File: src/rtl/mini_core_pkg.sv
// Shared types for the mini core store path: store size encoding and the
// store buffer entry payload.
package mini_core_pkg;

  localparam int unsigned SB_DEPTH_DEF = 4;
  localparam int unsigned XLEN         = 32;
  localparam int unsigned WADDR_W      = XLEN - 2;
  localparam int unsigned BE_W         = XLEN / 8;

  typedef enum logic [1:0] {
    ST_B    = 2'b00,
    ST_H    = 2'b01,
    ST_W    = 2'b10,
    ST_RSVD = 2'b11
  } t_st_size;

  typedef struct packed {
    logic [WADDR_W-1:0] addr;
    logic [XLEN-1:0]    data;
    logic [BE_W-1:0]    be;
  } t_sb_entry;

endpackage

File: src/rtl/mini_core_st_align.sv
// Places right-justified store data on its byte lanes, builds the byte
// enables and flags misaligned or illegal-size requests. Purely combinational.
module mini_core_st_align
  import mini_core_pkg::*;
(
  input  logic                req,
  input  t_st_size            size,
  input  logic [1:0]          addr_lo,
  input  logic [XLEN-1:0]     data,
  output logic [XLEN-1:0]     data_c,
  output logic [BE_W-1:0]     be_c,
  output logic                misalign_c
);

  logic bad;

  always_comb begin
    data_c = '0;
    be_c   = '0;
    bad    = 1'b0;
    case (size)
      ST_B: begin
        data_c = XLEN'(data[7:0]) << {addr_lo, 3'b000};
        be_c   = BE_W'(4'b0001) << addr_lo;
      end
      ST_H: begin
        if (addr_lo[1]) begin
          data_c = {data[15:0], 16'h0000};
          be_c   = 4'b1100;
        end else begin
          data_c = {16'h0000, data[15:0]};
          be_c   = 4'b0011;
        end
        bad = addr_lo[0];
      end
      ST_W: begin
        data_c = data;
        be_c   = 4'b1111;
        bad    = (addr_lo != 2'b00);
      end
      default: bad = 1'b1;
    endcase
  end

  assign misalign_c = req && bad;

endmodule

File: src/rtl/mini_core_store_buf.sv
// Store buffer: FIFO of aligned stores drained to data memory in order, with
// a word-granular load hazard check against all pending entries.
module mini_core_store_buf
  import mini_core_pkg::*;
#(
  parameter int unsigned SB_DEPTH = SB_DEPTH_DEF
) (
  input  logic                          Clock,
  input  logic                          Rst,
  input  logic                          StReqQ103H,
  input  logic [31:0]                   StAddrQ103H,
  input  logic [31:0]                   StDataQ103H,
  input  t_st_size                      StSizeQ103H,
  output logic                          StReadyQ103H,
  output logic                          MisalignQ103H,
  input  logic                          LdReqQ103H,
  input  logic [31:0]                   LdAddrQ103H,
  output logic                          LdHazardQ103H,
  output logic                          DMemWrReq,
  output logic [31:0]                   DMemWrAddr,
  output logic [31:0]                   DMemWrData,
  output logic [3:0]                    DMemByteEn,
  input  logic                          DMemWrAck,
  output logic                          SbEmpty,
  output logic [$clog2(SB_DEPTH+1)-1:0] SbCount
);

  localparam int unsigned PTR_W = $clog2(SB_DEPTH);
  localparam int unsigned CNT_W = $clog2(SB_DEPTH + 1);

  t_sb_entry           entry_q [SB_DEPTH];
  logic [SB_DEPTH-1:0] valid_q;
  logic [PTR_W-1:0]    head_q;
  logic [PTR_W-1:0]    tail_q;
  logic [CNT_W-1:0]    count_q;

  logic [XLEN-1:0]     st_data_c;
  logic [BE_W-1:0]     st_be_c;
  logic                misalign_c;
  logic                full_c;
  logic                empty_c;
  logic                enq_c;
  logic                deq_c;
  logic                hit_c;
  logic                unused_ld_lo;

  mini_core_st_align u_align (
    .req        (StReqQ103H),
    .size       (StSizeQ103H),
    .addr_lo    (StAddrQ103H[1:0]),
    .data       (StDataQ103H),
    .data_c     (st_data_c),
    .be_c       (st_be_c),
    .misalign_c (misalign_c)
  );

  assign full_c  = (count_q == CNT_W'(SB_DEPTH));
  assign empty_c = (count_q == '0);
  assign enq_c   = StReqQ103H && !full_c && !misalign_c;
  assign deq_c   = !empty_c && DMemWrAck;

  // Control state: valids, pointers and occupancy.
  always_ff @(posedge Clock) begin
    if (Rst) begin
      valid_q <= '0;
      head_q  <= '0;
      tail_q  <= '0;
      count_q <= '0;
    end else begin
      if (enq_c) begin
        valid_q[tail_q] <= 1'b1;
        tail_q          <= tail_q + PTR_W'(1);
      end
      if (deq_c) begin
        valid_q[head_q] <= 1'b0;
        head_q          <= head_q + PTR_W'(1);
      end
      if (enq_c && !deq_c) begin
        count_q <= count_q + CNT_W'(1);
      end else if (!enq_c && deq_c) begin
        count_q <= count_q - CNT_W'(1);
      end
    end
  end

  // Payload storage is qualified by valid_q, so it carries no reset.
  always_ff @(posedge Clock) begin
    if (enq_c) begin
      entry_q[tail_q] <= '{addr: StAddrQ103H[31:2], data: st_data_c, be: st_be_c};
    end
  end

  // The head still counts while it is being acked this cycle.
  always_comb begin
    hit_c = 1'b0;
    for (int unsigned i = 0; i < SB_DEPTH; i++) begin
      if (valid_q[PTR_W'(i)] && (entry_q[PTR_W'(i)].addr == LdAddrQ103H[31:2])) begin
        hit_c = 1'b1;
      end
    end
  end

  assign unused_ld_lo  = ^LdAddrQ103H[1:0];

  assign LdHazardQ103H = LdReqQ103H && hit_c;
  assign MisalignQ103H = misalign_c;
  assign StReadyQ103H  = !full_c;
  assign SbEmpty       = empty_c;
  assign SbCount       = count_q;
  assign DMemWrReq     = !empty_c;
  assign DMemWrAddr    = {entry_q[head_q].addr, 2'b00};
  assign DMemWrData    = entry_q[head_q].data;
  assign DMemByteEn    = entry_q[head_q].be;

endmodule

File: config.mk
export PLATFORM = sky130hd
export DESIGN_NAME = mini_core_store_buf
export DESIGN_NICKNAME = d
export VERILOG_FILES = /design/src/rtl/mini_core_pkg.sv /design/src/rtl/mini_core_st_align.sv /design/src/rtl/mini_core_store_buf.sv
export SDC_FILE = /design/constraint.sdc
export NUM_CORES = 1
export LEC_CHECK = 0
export ABC_AREA = 1
export CORE_MARGIN = 1.5
export CORE_UTILIZATION = 61
export CTS_BUF_LIST = sky130_fd_sc_hd__clkbuf_2
export CTS_CLUSTER_DIAMETER = 120
export DETAILED_ROUTE_END_ITERATION = 16
export PLACE_DENSITY = 0.88
export SLEW_MARGIN = 30
export SYNTH_ARGS = -nofsm -noshare
export SYNTH_HDL_FRONTEND = slang
export SYNTH_SLANG_ARGS = --single-unit
File: constraint.sdc
create_clock -name Clock -period 6.2 [get_ports Clock]
set_clock_uncertainty 0.2 [all_clocks]
set_input_delay 1.24 -clock Clock [delete_from_list [all_inputs] [get_ports Clock]]
set_output_delay 1.24 -clock Clock [all_outputs]
set_load 0.02 [all_outputs]
Word-level counts from Yosys, hierarchy flattened. Memory sizes are Yosys's and may differ from the RTL's. A register that Yosys moved wholly into a read port is not among the register bits. Index checks and enable logic that the tools add are counted. W data, S select, Z words.

Flip-flop bits (word level): 11. Bits in writable memories: 264. Word-level logic and storage cells: 69. Memories kept: 1.

Add/sub/neg operators: 4. $lt $le $gt $ge: 4. Eq/ne operators: 7. Shift-type cells: 2. Muxes and demuxes: 22. Bitwise logic cells: 3. Reduce and logical (&&, ||, !) cells: 22.

Memories: entry_q (depth 4, width 66, read ports 5, clocked after memory_dff 1, wr ports 1, line mini_core_store_buf.sv:31) `t_sb_entry entry_q [SB_DEPTH];`.

Operator list (count): $eq A30 B30 Y1 (4); $pmux W32 S3 (1); $mux W32 (1); $shl A8 B5 Y32 (1); $mux W4 (4); $logic_and A1 B1 Y1 (13); $pmux W4 S3 (1); $mux W1 (8); $lt A2 B3 Y1 const B (2); $mux W3 (2); $logic_not A1 Y1 (5); $add A2 B1 Y2 const B (2); $and A4 B4 Y4 (1); $demux W1 S2 (2); $ge A2 B1 Y1 const B (2); $mux W2 (2); $not A4 Y4 (1); $or A4 B4 Y4 (1); $reduce_bool A2 Y1 (2); $shl A1 B2 Y4 const A (1); $add A3 B1 Y3 const B (1); $eq A3 B3 Y1 const B (1); $logic_not A3 Y1 (1); $pmux W1 S3 (1); other kinds (4) (4).

Depth between registers and ports, before layout. Gate-level depths: netlist of run 1.

Depth in word-level cells: 9. Depth in mapped cells: 13. Mapped depth without buffers: 12.

By module. From an unflattened synthesis of run 1, not the netlist that was laid out.

Cell total of the unflattened synthesis: 1438. Area total of the unflattened synthesis: 13570.5 sq um.

By module, submodules not included: mini_core_store_buf (times used 1, cells each 1219, area each 12543.3 sq um, sequential area each 8187.9 sq um); mini_core_st_align (times used 1, cells each 219, area each 1027.2 sq um, sequential area each 0.0 sq um).

Least setup slack after synthesis of run 1. No wires, ideal clock.

Kind: input to output. Start point: in LdAddrQ103H[20]. End point: out LdHazardQ103H. Data arrival time: 2.204 ns. Setup slack: 2.556 ns. Stages on the path: 10. Buffers on the path: 1. Cell sequence: clkbuf_2 > xnor2_1 > nand2_1 > nor2_1 > nand2_1 > nor2_1 > nand2_1 > nand2_1 > nor2_1 > nor2_1.

Longest elaborated chain between the ends: 7. Elaborated cells between the ends (all ways): 13. Classes of those cells: 4 x eq/ne; 4 x mux; 5 x reduce/logical.

Ends and longest elaborated chain: from (decl) (line mini_core_store_buf.sv:17) `input logic [31:0] LdAddrQ103H,`; $eq A30 B30 Y1 (line mini_core_store_buf.sv:97) `if (valid_q[PTR_W'(i)] && (entry_q[PTR_W'(i)].addr == LdAddrQ103H[31:2])) begin`; $logic_and A1 B1 Y1 (line mini_core_store_buf.sv:97); $mux W1 (3 in a row) (line mini_core_store_buf.sv:97); $mux W1 * (line mini_core_store_buf.sv:97); $logic_and A1 B1 Y1 * (line mini_core_store_buf.sv:105) `assign LdHazardQ103H = LdReqQ103H && hit_c;`; to (decl) (line mini_core_store_buf.sv:18) `output logic LdHazardQ103H,`.

Every way passes the cells marked *; elsewhere a longest branch is shown, timed or not.

Final worst setup path of run 1.
Start point: in LdAddrQ103H[25]. End point: out LdHazardQ103H.

Same word-level chain as after synthesis.

==> run summary, run 1 <==
The leakage power figure is 6.15 nW. The startpoint identified for the worst hold timing path is tail_q[1]. Each instance of the synthesized netlist takes up on average 10.1 um^2.

The post-synthesis cell area was 12900 um^2; the top-level port count was 179. The logs give 20900 um^2 for the standard cell core area and 129 for the largest net degree at the start of global routing. In this run the worst path has a maximum fanout of 5. The run gives 30.3% as the overall routing resource usage.

Yosys printed 0 warnings. In this run the critical register-to-register path is launched from SbCount[0]. At the pin with the least slew margin, the transition time is 0.927 ns. Maximum clock frequency: 0.206 GHz.

The average via count per standard cell is 5.58, and the fraction of layout cells with a size suffix above 1 is 10.5%. The floorplan die height is 149 um, and the horizontal die dimension is 149 um. The launch point of the critical path is LdAddrQ103H[25].

Once placement finished, the instance area stood at 14900 um^2. Measured on the finished design, the core utilization comes to 74.4%. The count of port buffers added during placement works out to 174. The worst setup path is of the input port to output pin kind.

For the routing usage on met1, the log shows 36.1%. The H-tree was split into 3 levels. The detailed router finished its first iteration with 972 violations. The die covers 22100 um^2.

The initial antenna violation count was 1; the net count reported at finish was 1598. Setup repair after global routing left no endpoint under its margin. The setup check on the worst reg-to-reg path leaves a slack of 3.57 ns. After detailed routing, the number of remaining DRC violations is 0. The run finished with clean final reports.

The worst slew margin relative to its limit is 38.2%. TritonCTS built the clock tree. Number of failing hold endpoints at the final stage: 0. The run gives 50400 um as the first-pass GRT wire length. After layout, the worst path uses 78.1% of the clock period. For the worst-skew pair, the clock arrives at the later sink with an insertion delay of 0.79 ns.

The tools report the launching element type of the critical path as an input port. Max-slew violation count: 0. Most used routing layer: met2.

The met2 track demand over resource in global routing is 51.5%. STA puts the critical path data arrival time at 3.41 ns. Compared with the post-synthesis result, the final layout area differs by 20.1%. The number of cells on the worst reg-to-reg path is 7. The synthesized netlist contains 31 unique library cells. The run gives 0 as the post-cts hold buffer count.

The placement row count was 53. Max-cap violations in this run came to 0. Detailed-routing iteration count for the pre-antenna-repair pass: 6. The count of buffers added by post-CTS timing repair for setup was 0; the final estimated routing congestion in global placement was 0.942. The class of the most critical hold timing path was flip-flop to flip-flop.

Summed over all layers, the global routing overflow is 0. The wire length after detailed routing is 33000 um. The count of vias placed by the detailed router came out at 10100. The number of storage elements in the synthesis netlist is 277, and the clock buffer count from CTS is 68. For the required time of the critical path, the log shows 4.76 ns. The clock input transition at the sequential cells of the worst setup and hold paths was 0.10 ns.

The run gives 9811 as the number of global-route vias before repair. The effective utilization at floorplan was 61.9%. The quantity of gates resized following cts was 0; the antenna violation net count after detailed routing was 0. No sink is reached through more buffers than the 3 on the longest clock path. For hold timing, the worst endpoint is tail_q[1]. The HPWL reported at the end of detailed placement was 21800 um; the average wire length per cell after detail routing was 18.2 um. The worst hold path cell count is 2. In this run the power density over the cells is 361 nW/um^2. Global routing consumed, on the met3 layer, 6.72% of the routing resources. The tree built by TritonCTS fans out to 277 sinks. Of the synthesized area, sequential elements account for 63.3%. STA classifies the critical path endpoint as an output pin. The logs give 15500 um^2 for the area of all placed cells without fillers and 0.000326 V for the worst voltage drop across the vdd grid.

The clock period minus final worst setup slack works out to 4.85 ns. The run gives 0 as the final setup violation count. The cell sitting at the root of the clock tree is a sky130_fd_sc_hd__clkbuf_2. Power after layout: 5.61 mW. The worst register-to-register path ends at entry_q[1][52]. The final-layout setup total negative slack was 0 ns.

The cell count after synthesis came out at 1286.
## where the power goes
group	internal [mW]	total (mW)	switching (mW)
registers	2.17	2.23	0.0595
clock network	0.561	1.27	0.711
logic	0.821	2.11	1.29
total	3.55	5.61	2.06
## worst max path at each step
stage,to
4_1_cts,DMemWrAddr[27]
2_1_floorplan,LdHazardQ103H
5_1_grt,LdHazardQ103H
3_5_place_dp,LdHazardQ103H
6_report,LdHazardQ103H
3_3_place_gp,LdHazardQ103H
## metrics by stage
stage                     cells  setup WS, ns  hold WS, ns
after global placement     1690          1.40        0.306
after global routing       1812          1.22        0.357
final                      1812          1.35        0.347
after CTS                  1811          1.33        0.338
after floorplan            1287          2.56        0.286
after detailed placement   1690          1.39        0.323
## cell families after synthesis
kind of cell               share of synthesized area, %
adders and majority gates                          1.03
and+or+nand+nor                                    13.4
AOI/OAI and AO/OA                                  11.9
DFF                                                63.3
buffers and inverters                              6.80
xor gates and xnor gates                           3.52
other                                            0.0290
## state kept, by name, summed over array words and instances (netlist names), named ones only
register	cells
head_q	2
SbCount	3
tail_q	2
entry_q	264
valid_q	4
## Yosys cell counts, drive strengths merged
master	count	area share (%)
a21boi	2	0.12
a21oi	81	3.1
a22oi	8	0.46
a31oi	1	0.048
buf	25	1.0
clkbuf	31	0.98
clkinv	10	0.29
conb	1	0.029
dfxtp	13	2.0
edfxtp	264	61
fa	1	0.15
ha	9	0.87
inv	156	4.5
nand2	268	7.8
nand3	9	0.39
nand4	11	0.53
nor2	152	4.6
nor3	1	0.077
o211ai	2	0.12
o21ai	132	5.1
o221ai	8	0.54
o22ai	49	2.4
xnor2	47	3.2
xor2	5	0.34
## worst max-delay path: stages
cell and delay [ns]:
sky130_fd_sc_hd__clkdlybuf4s50_1 0.59, sky130_fd_sc_hd__inv_2 0.09, sky130_fd_sc_hd__nand2_1 0.06, sky130_fd_sc_hd__o21ai_1 0.07
sky130_fd_sc_hd__inv_1 0.07, sky130_fd_sc_hd__nand2_1 0.06, sky130_fd_sc_hd__nor2_1 0.19, sky130_fd_sc_hd__nand2_1 0.08
sky130_fd_sc_hd__nor2_1 0.09, sky130_fd_sc_hd__nand2_1 0.05, sky130_fd_sc_hd__nand2_1 0.06, sky130_fd_sc_hd__nor2_1 0.06
sky130_fd_sc_hd__nor2_1 0.09, sky130_fd_sc_hd__clkdlybuf4s50_1 0.60
## metal layers
metal  routed length, um  share of wire [%]  up-vias
li1                    -                  -     4786
met1               11900                 36     4639
met2               16200                 49      589
met3                3470                 10       92
met4                1430                4.3        0
met5                   0                  0        -
## layout make-up
class / instances / area, um^2
Inverter: 166 / 628
Clock buffer: 102 / 510
Multi-Input combinational cell: 788 / 3870
Fill cell: 1444 / 5360
Antenna cell: 1 / 2.50
Timing Repair Buffer: 184 / 1830
Sequential cell: 277 / 8190
Clock inverter: 19 / 151
Tap cell: 275 / 344
## cell usage in the layout, fill, tap and decap left out, types with 10 or more instances in the layout
cell type	netlist	layout
sky130_fd_sc_hd__inv_2	26	28
sky130_fd_sc_hd__nand4_1	11	11
sky130_fd_sc_hd__nand2_1	265	265
sky130_fd_sc_hd__o21ai_0	122	122
sky130_fd_sc_hd__o22ai_1	49	49
sky130_fd_sc_hd__nor2_1	142	142
sky130_fd_sc_hd__clkdlybuf4s50_1	0	174
sky130_fd_sc_hd__clkinv_1	10	22
sky130_fd_sc_hd__edfxtp_1	264	264
sky130_fd_sc_hd__clkbuf_2	8	102
sky130_fd_sc_hd__a21oi_1	81	81
sky130_fd_sc_hd__xnor2_1	47	47
sky130_fd_sc_hd__dfxtp_1	13	12
sky130_fd_sc_hd__nor2_2	10	10
sky130_fd_sc_hd__o21ai_1	10	10
sky130_fd_sc_hd__inv_1	130	130
No activity file was read; power rests on OpenSTA's default activity.
==> run 2, diff against run 1 <==
- CORE_UTILIZATION: 61 -> 57
- PLACE_DENSITY: 0.88 -> 0.83
- clock period: 6.2 -> 5.04 ns (I/O delays scaled with it)
==> run 2 against run 1 <==
  * Power grew 22%
  * Critical path type is now flip-flop to output pin
  * Largest power group unchanged
  * Count of clock-buffer cells in the layout shrank 2
  * Highest routed layer unchanged
  * Sequential power grew 23%
  * Largest cell class unchanged
  * Worst hold slack lost 0.012 ns
==> run summary, run 2 (synthesized netlist as in run 1, its figures left out) <==
The run finished with clean final reports. The number of remaining DRC errors was 0; the signal arrival time at the worst endpoint was 3.34 ns. The switching part of the total came out at 36.9%. The clock period minus final worst setup slack is 4.54 ns. The worst setup path is captured at an output pin. The core region is 22000 um^2. At the end of routability-driven placement, the weighted congestion stood at 0.936. Gates resized during post-CTS repair numbered 0. The count of buffers added by post-CTS timing repair for setup is 0.

The tools report the power share of the combinational group as 38.2%. Across the VDD grid, the largest voltage drop is 0.000357 V. The worst pin sits at a relative slew slack of 38.6%. The register with the most flip-flops in the layout has 264 of them. The first TritonRoute pass finished after 6 iterations.

The measured slew at the worst slew-check pin works out to 0.921 ns. The commonest non-fill, non-tap cell in the layout was sky130_fd_sc_hd__nand2_1. The largest register by flop count is entry_q. The internal portion of the total power is 4.32 mW. Entering global routing, the biggest net connects 108 pins. In this run the power density over the cells is 440 nW/um^2. The first global-routing pass estimated 50000 um of wire. The clock root buffer is sky130_fd_sc_hd__clkbuf_2. The longest clock path from root to sink contains 3 buffers.

Summing all placed instances gives a cell area of 14900 um^2. Along the worst path, the maximum fanout reaches 99. For this design, the CTS-stage hold fixing added 0 buffers.

Once placement completed, the tool counted placed cells totaling 1697. The run gives 40.0% as the fraction of power consumed by sequential logic. For the worst-skew pair, the clock arrives at the later sink with an insertion delay of 0.83 ns. TritonCTS built the clock tree. The clock net in this run drives a total of 277 sinks. After detailed routing, the number of vias per cell comes to 5.54.

The logs give 3 for the initial antenna violation count and 974 for the first-iteration detailed-routing DRC count. In this run the register-to-register setup slack is 2.57 ns. After floorplanning, the core was divided into 54 placement rows.

The analysis attributes to cell leakage a power of 6.14 nW. The library cells used most frequently in the layout, excluding fill and tap cells, are 265 x sky130_fd_sc_hd__nand2_1, 264 x sky130_fd_sc_hd__edfxtp_1, 174 x sky130_fd_sc_hd__clkdlybuf4s50_1, 142 x sky130_fd_sc_hd__nor2_1, 130 x sky130_fd_sc_hd__inv_1. For this run, the share of the core covered by cells in the final layout is 70.6%.

The number of failing hold endpoints at the final stage was 0. Timing would allow up to 0.220 GHz. The top-level port count is 179, and the cell depth of the worst flop-to-flop path is 7. The part of the cycle the worst path needs was 90.1%.

Input and output buffers added on the ports amount to 174. The post-route netlist has 10.6% of its cells at a drive strength greater than 1. STA classifies the critical path startpoint as a flip-flop. For this run, the number of standard cells in the final layout without fillers is 1814. Once layout is done, the placed cells without fillers occupy 15600 um^2. The tightest min-delay check is of the flip-flop to flip-flop type. Once the floorplan was initialized, standard cells occupied 58.7% of the core.

The critical path ends at DMemWrAddr[10]. Data on the critical path is required at its endpoint by 3.83 ns. Summed over all failing endpoints, the final setup total negative slack is 0 ns. Wire length after detailed routing: 32600 um. The class of the most critical setup path is flip-flop to output pin. The minimum setup slack in the final design is 0.496 ns. From bottom edge to top edge, the die measures 154 um.

The count of nets left with antenna violations once routing finished came out at 0. The count of vias placed by the detailed router came out at 10000. Setup repair after global routing left no endpoint under its margin. The run gives 1600 as the net count reported at finish. The startpoint of the lowest-slack register-to-register path was SbCount[0].

The signed area change from the synthesized netlist to the final layout works out to 20.3%. The die covers 23600 um^2. The share of total power dissipated in the clock network is 21.8%.

The clock input transition at the sequential cells of the worst setup and hold paths came out at 0.10 ns. Global routing used 27.6% of the available tracks. The tools report the total global routing overflow as 0. Number of levels in the clock H-tree: 3. The tool flagged a number of max-cap violations equal to 0. Counting the buffers created by CTS gives 68.

The max-slew violation count is 0. Critical register-to-register path endpoint: entry_q[2][55]. Detailed placement finished with a half-perimeter wire length of 21600 um. The worst-case setup slack after placement came out at 0.654 ns. The number of fillers in the final layout was 1609; the horizontal die dimension was 154 um.

For the reported net switching power, the log shows 2.53 mW. In the final routed layout, each cell accounts on average for 18.0 um. Setup violations remaining at the end of the flow were counted as 0. For the number of global-route vias before repair, the log shows 9872.
==> run 2: power groups by stage <==
stage                     sequential [mW]  clock, mW  combinational [mW]
after floorplan                      2.79          0                1.44
after global placement               2.79          0                2.55
after detailed placement             2.79          0                2.59
after CTS                            2.74       1.51                2.61
after global routing                 2.76       1.63                2.80
final                                2.74       1.49                2.61
==> run 2: critical path, cell delays in order (launching register included) <==
cell	delay (ns)
sky130_fd_sc_hd__dfxtp_4	0.37
sky130_fd_sc_hd__inv_4	0.66
sky130_fd_sc_hd__buf_4	0.47
sky130_fd_sc_hd__o21ai_0	0.13
sky130_fd_sc_hd__o22ai_1	0.24
sky130_fd_sc_hd__clkdlybuf4s50_1	0.66
==> run 2: layout make-up <==
class,count,area (um^2),share of cell area [%]
antenna,3,7.51,0.0483
clock buffer,100,500,3.22
clock inverter,14,120,0.772
inverter,166,628,4.04
multi-input combinational,788,3870,24.9
sequential,277,8190,52.7
tap,280,350,2.25
timing repair buffer,186,1890,12.1
==> run 2: stage by stage <==
stage / hold WS (ns) / power [mW]
global route: 0.357 / 7.18
global placement: 0.307 / 5.34
detailed placement: 0.314 / 5.39
CTS: 0.334 / 6.86
floorplan: 0.286 / 4.24
finish: 0.335 / 6.85
==> run 2: layer usage <==
metal	vias up	track usage (%)	wire length (um)
met5	-	0	0
met3	68	6.45	3050
li1	4776	-	-
met1	4692	33.4	12400
met2	509	47.3	16100
met4	0	12.1	1070
==> run 2: how the worst min path moves through the flow <==
stage                          start          to  slack, ns  depth (start not counted)
after floorplan           valid_q[0]  valid_q[0]       0.29                          2
after global placement     tail_q[1]   tail_q[1]       0.31                          2
after detailed placement  SbCount[2]  SbCount[2]       0.31                          2
after CTS                 valid_q[1]  valid_q[1]       0.33                          2
after global routing      valid_q[1]  valid_q[1]       0.36                          2
final                     valid_q[1]  valid_q[1]       0.34                          2
==> run 3, diff against run 2 <==
--- a/config.mk
+++ b/config.mk
@@ -9,7 +9,6 @@
 export CORE_MARGIN = 1.5
-export CORE_UTILIZATION = 57
+export CORE_UTILIZATION = 35
 export CTS_BUF_LIST = sky130_fd_sc_hd__clkbuf_2
-export CTS_CLUSTER_DIAMETER = 120
+export CTS_CLUSTER_DIAMETER = 80
 export DETAILED_ROUTE_END_ITERATION = 16
-export PLACE_DENSITY = 0.83
 export SLEW_MARGIN = 30
--- a/constraint.sdc
+++ b/constraint.sdc
@@ -4,2 +4,2 @@
 set_output_delay 1.008 -clock Clock [all_outputs]
-set_load 0.02 [all_outputs]
+set_load 0.1 [all_outputs]
==> run 3 against run 2 <==
  * Worst hold slack better by 0.0037 ns
  * Via count is 0.37% lower
  * Sequential power is 1% higher
  * Sequential share of layout area is 0.71 points lower
  * Power is 33% higher
  * Count of clock-buffer cells in the layout is 6 higher
  * Non-clock buffer count is 4 higher
  * Flip-flop and latch count stayed put
  * Clock power is 13% higher
  * Highest routed layer is now met5
  * Critical path depth is 1 lower
  * First-iteration DRC count is 35% lower
==> run summary, run 3 (synthesized netlist as in run 1, its figures left out) <==
Post-CTS repair changed the size of 0 cells. Setup slack closes at 0.644 ns. The run gives 0 as the count of buffers added by post-CTS timing repair for setup.

The number of failing hold endpoints at the final stage is 0, and the effective utilization at floorplan is 35.4%. The run finished with clean final reports. The design draws 9.09 mW. Global routing finished with a remaining overflow of 0. For the pin with the worst max-slew slack, the measured transition is 0.980 ns. The total of max-cap violations is 0, and the length of routed met3 wiring is 3340 um. In the final layout, the share of cells above drive strength 1 is 15.8%. The tools report the met2 wire length as 17000 um. Traced cell by cell, the critical path runs through buf_4 -> o21ai_0 -> o22ai_1 -> buf_4. Clock root buffer: sky130_fd_sc_hd__clkbuf_2. The floorplan step set the die width to 195 um. The average wire length per cell after detail routing works out to 18.1 um. The maximum fanout count along the critical path was 71; the required time of the critical path was 3.83 ns. The largest incremental delay on the critical path is 0.71 ns, and the detailed-routing iteration count for the pre-antenna-repair pass is 5.

The floorplan die height came out at 195 um. The wire-length estimate of the detail-placed layout is 24400 um. The worst path in the final design needs a cycle of 4.40 ns, including I/O delays and setup. The standard cell core area is 36500 um^2.

The largest register by flop count is entry_q. The run gives 34.4% as the worst slew margin relative to its limit. The clock buffer count from CTS was 77.

Once placement completed, the tool counted placed cells totaling 1889. The clock tree synthesis step divided the H-tree into 3 levels. From synthesis to final layout, the design area changed by 21.9%. Fill cells in the final layout number 3513.

For this design the top-level I/O count stands at 179. Input and output buffers added on the ports amount to 174. After clock tree synthesis, the flow added hold-fix buffers numbering 0. Leaving out fill and tap cells, the most frequent cells in the layout are 265 x sky130_fd_sc_hd__nand2_1, 264 x sky130_fd_sc_hd__edfxtp_1, 142 x sky130_fd_sc_hd__nor2_1, 130 x sky130_fd_sc_hd__inv_1, 122 x sky130_fd_sc_hd__o21ai_0.

The library cell used most frequently in the layout, excluding fill and tap cells, is sky130_fd_sc_hd__nand2_1. TritonCTS built the clock tree. VDD sags by at most 0.000577 V. The number of sinks on the clock net came out at 277. After floorplanning, the core was divided into 70 placement rows. The final-layout setup total negative slack was 0 ns.

Setup repair after global routing left no endpoint under its margin. The count of cells in the finished layout, fillers not included, comes to 2027. In the final routing, the length of wire on met1 measures 15200 um. STA classifies the critical path startpoint as a flip-flop.

STA classifies the critical path endpoint as an output pin. Routability-driven placement finished with a final weighted congestion of 0.901. The average via count per standard cell came out at 4.94.

Setup violations remaining at the end of the flow were counted as 0. Most repeated library cell on the critical path: sky130_fd_sc_hd__buf_4. The power density over the cells was 577 nW/um^2; the wire length after detailed routing was 36700 um. The first global-routing pass estimated 55400 um of wire. The logs give 73 for the largest net degree at the start of global routing and 19.2% for the overall routing resource usage. The cell family contributing the most delay on the critical path was buffers and inverters.

In this run the static leakage power is 6.30 nW. The critical path is of the flip-flop to output pin type. The tools report the initial antenna violation count as 6. The die area was 38100 um^2; the clock input transition at the sequential cells of the worst setup and hold paths was 0.07 ns. Dividing the final minimum period by the clock period gives 87.2%.

The final layout contains 1613 nets. The register with the most flip-flops in the layout has 264 of them. The max-slew violation count is 0.

The number of global-route vias before repair came out at 9731. Worst-case setup slack after placement: 0.923 ns. The tightest min-delay check is of the flip-flop to flip-flop type. No sink is reached through more buffers than the 3 on the longest clock path.

The number of remaining DRC errors came out at 0. The run gives 3.19 ns as the signal arrival time at the worst endpoint. The run gives 0.227 GHz as the maximum clock frequency. The highest metal layer with signal wires was met5. The antenna violation net count after detailed routing was 0. After the first detailed-routing iteration, the DRC count stood at 634. The clock reaches the later pin of the worst-skew pair after 0.93 ns. The largest individual stage delay along the critical path comes from the cell sky130_fd_sc_hd__dfxtp_4. The count of vias placed by the detailed router came out at 10000. The total buffers and inverters traversed by the critical path was 2.
-- run 3: path summary, 6_finish.rpt --
check,to,depth (start not counted),start,slack [ns]
setup / recovery,DMemWrData[15],4,flip-flop,0.64
setup reg to reg,entry_q[3][22],7,SbCount[1],2.54
hold / removal,valid_q[0],2,valid_q[0],0.34
hold reg to reg,valid_q[0],2,valid_q[0],0.34
-- run 3: metal layers --
metal,up-vias,track usage (%)
li1,4826,-
met1,4690,23.8
met2,400,31.1
met3,86,6.49
met4,6,7.29
met5,-,0
-- run 3: metrics by stage --
step | hold WS (ns) | area, um^2 | utilization, %
after global routing | 0.345 | 15800 | 43.2
after CTS | 0.341 | 15800 | 43.2
final | 0.339 | 15800 | 43.2
after global placement | 0.317 | 15000 | 41.2
after detailed placement | 0.324 | 15000 | 41.2
after floorplan | 0.286 | 12900 | -
-- run 3: worst reg2reg max path: stages, from the launching register on --
cell and delay (ns):
sky130_fd_sc_hd__dfxtp_1 0.43, sky130_fd_sc_hd__inv_1 0.10, sky130_fd_sc_hd__a31oi_1 0.23, sky130_fd_sc_hd__nand2_2 0.12, sky130_fd_sc_hd__inv_2 0.11, sky130_fd_sc_hd__nand2_1 0.07, sky130_fd_sc_hd__inv_2 0.51, sky130_fd_sc_hd__buf_4 0.39
-- run 3: power by group --
group	leakage (nW)	total [mW]	switching [mW]	internal (mW)
clock network	0.550	1.68	0.953	0.727
registers	2.52	2.78	0.110	2.67
logic	3.23	4.63	3.72	0.908
total	6.30	9.09	4.79	4.31
-- run 3: cell type report --
| cell class | instances | area (um^2) | area share, % |
|---|---|---|---|
| inverters | 166 | 628 | 3.98 |
| flip-flops and latches | 277 | 8190 | 51.9 |
| clock inverters | 29 | 199 | 1.26 |
| multi-input cells | 788 | 3870 | 24.6 |
| clock buffers | 106 | 531 | 3.36 |
| well taps | 468 | 586 | 3.71 |
| repair buffers | 190 | 1750 | 11.1 |
| diodes | 3 | 7.51 | 0.0476 |
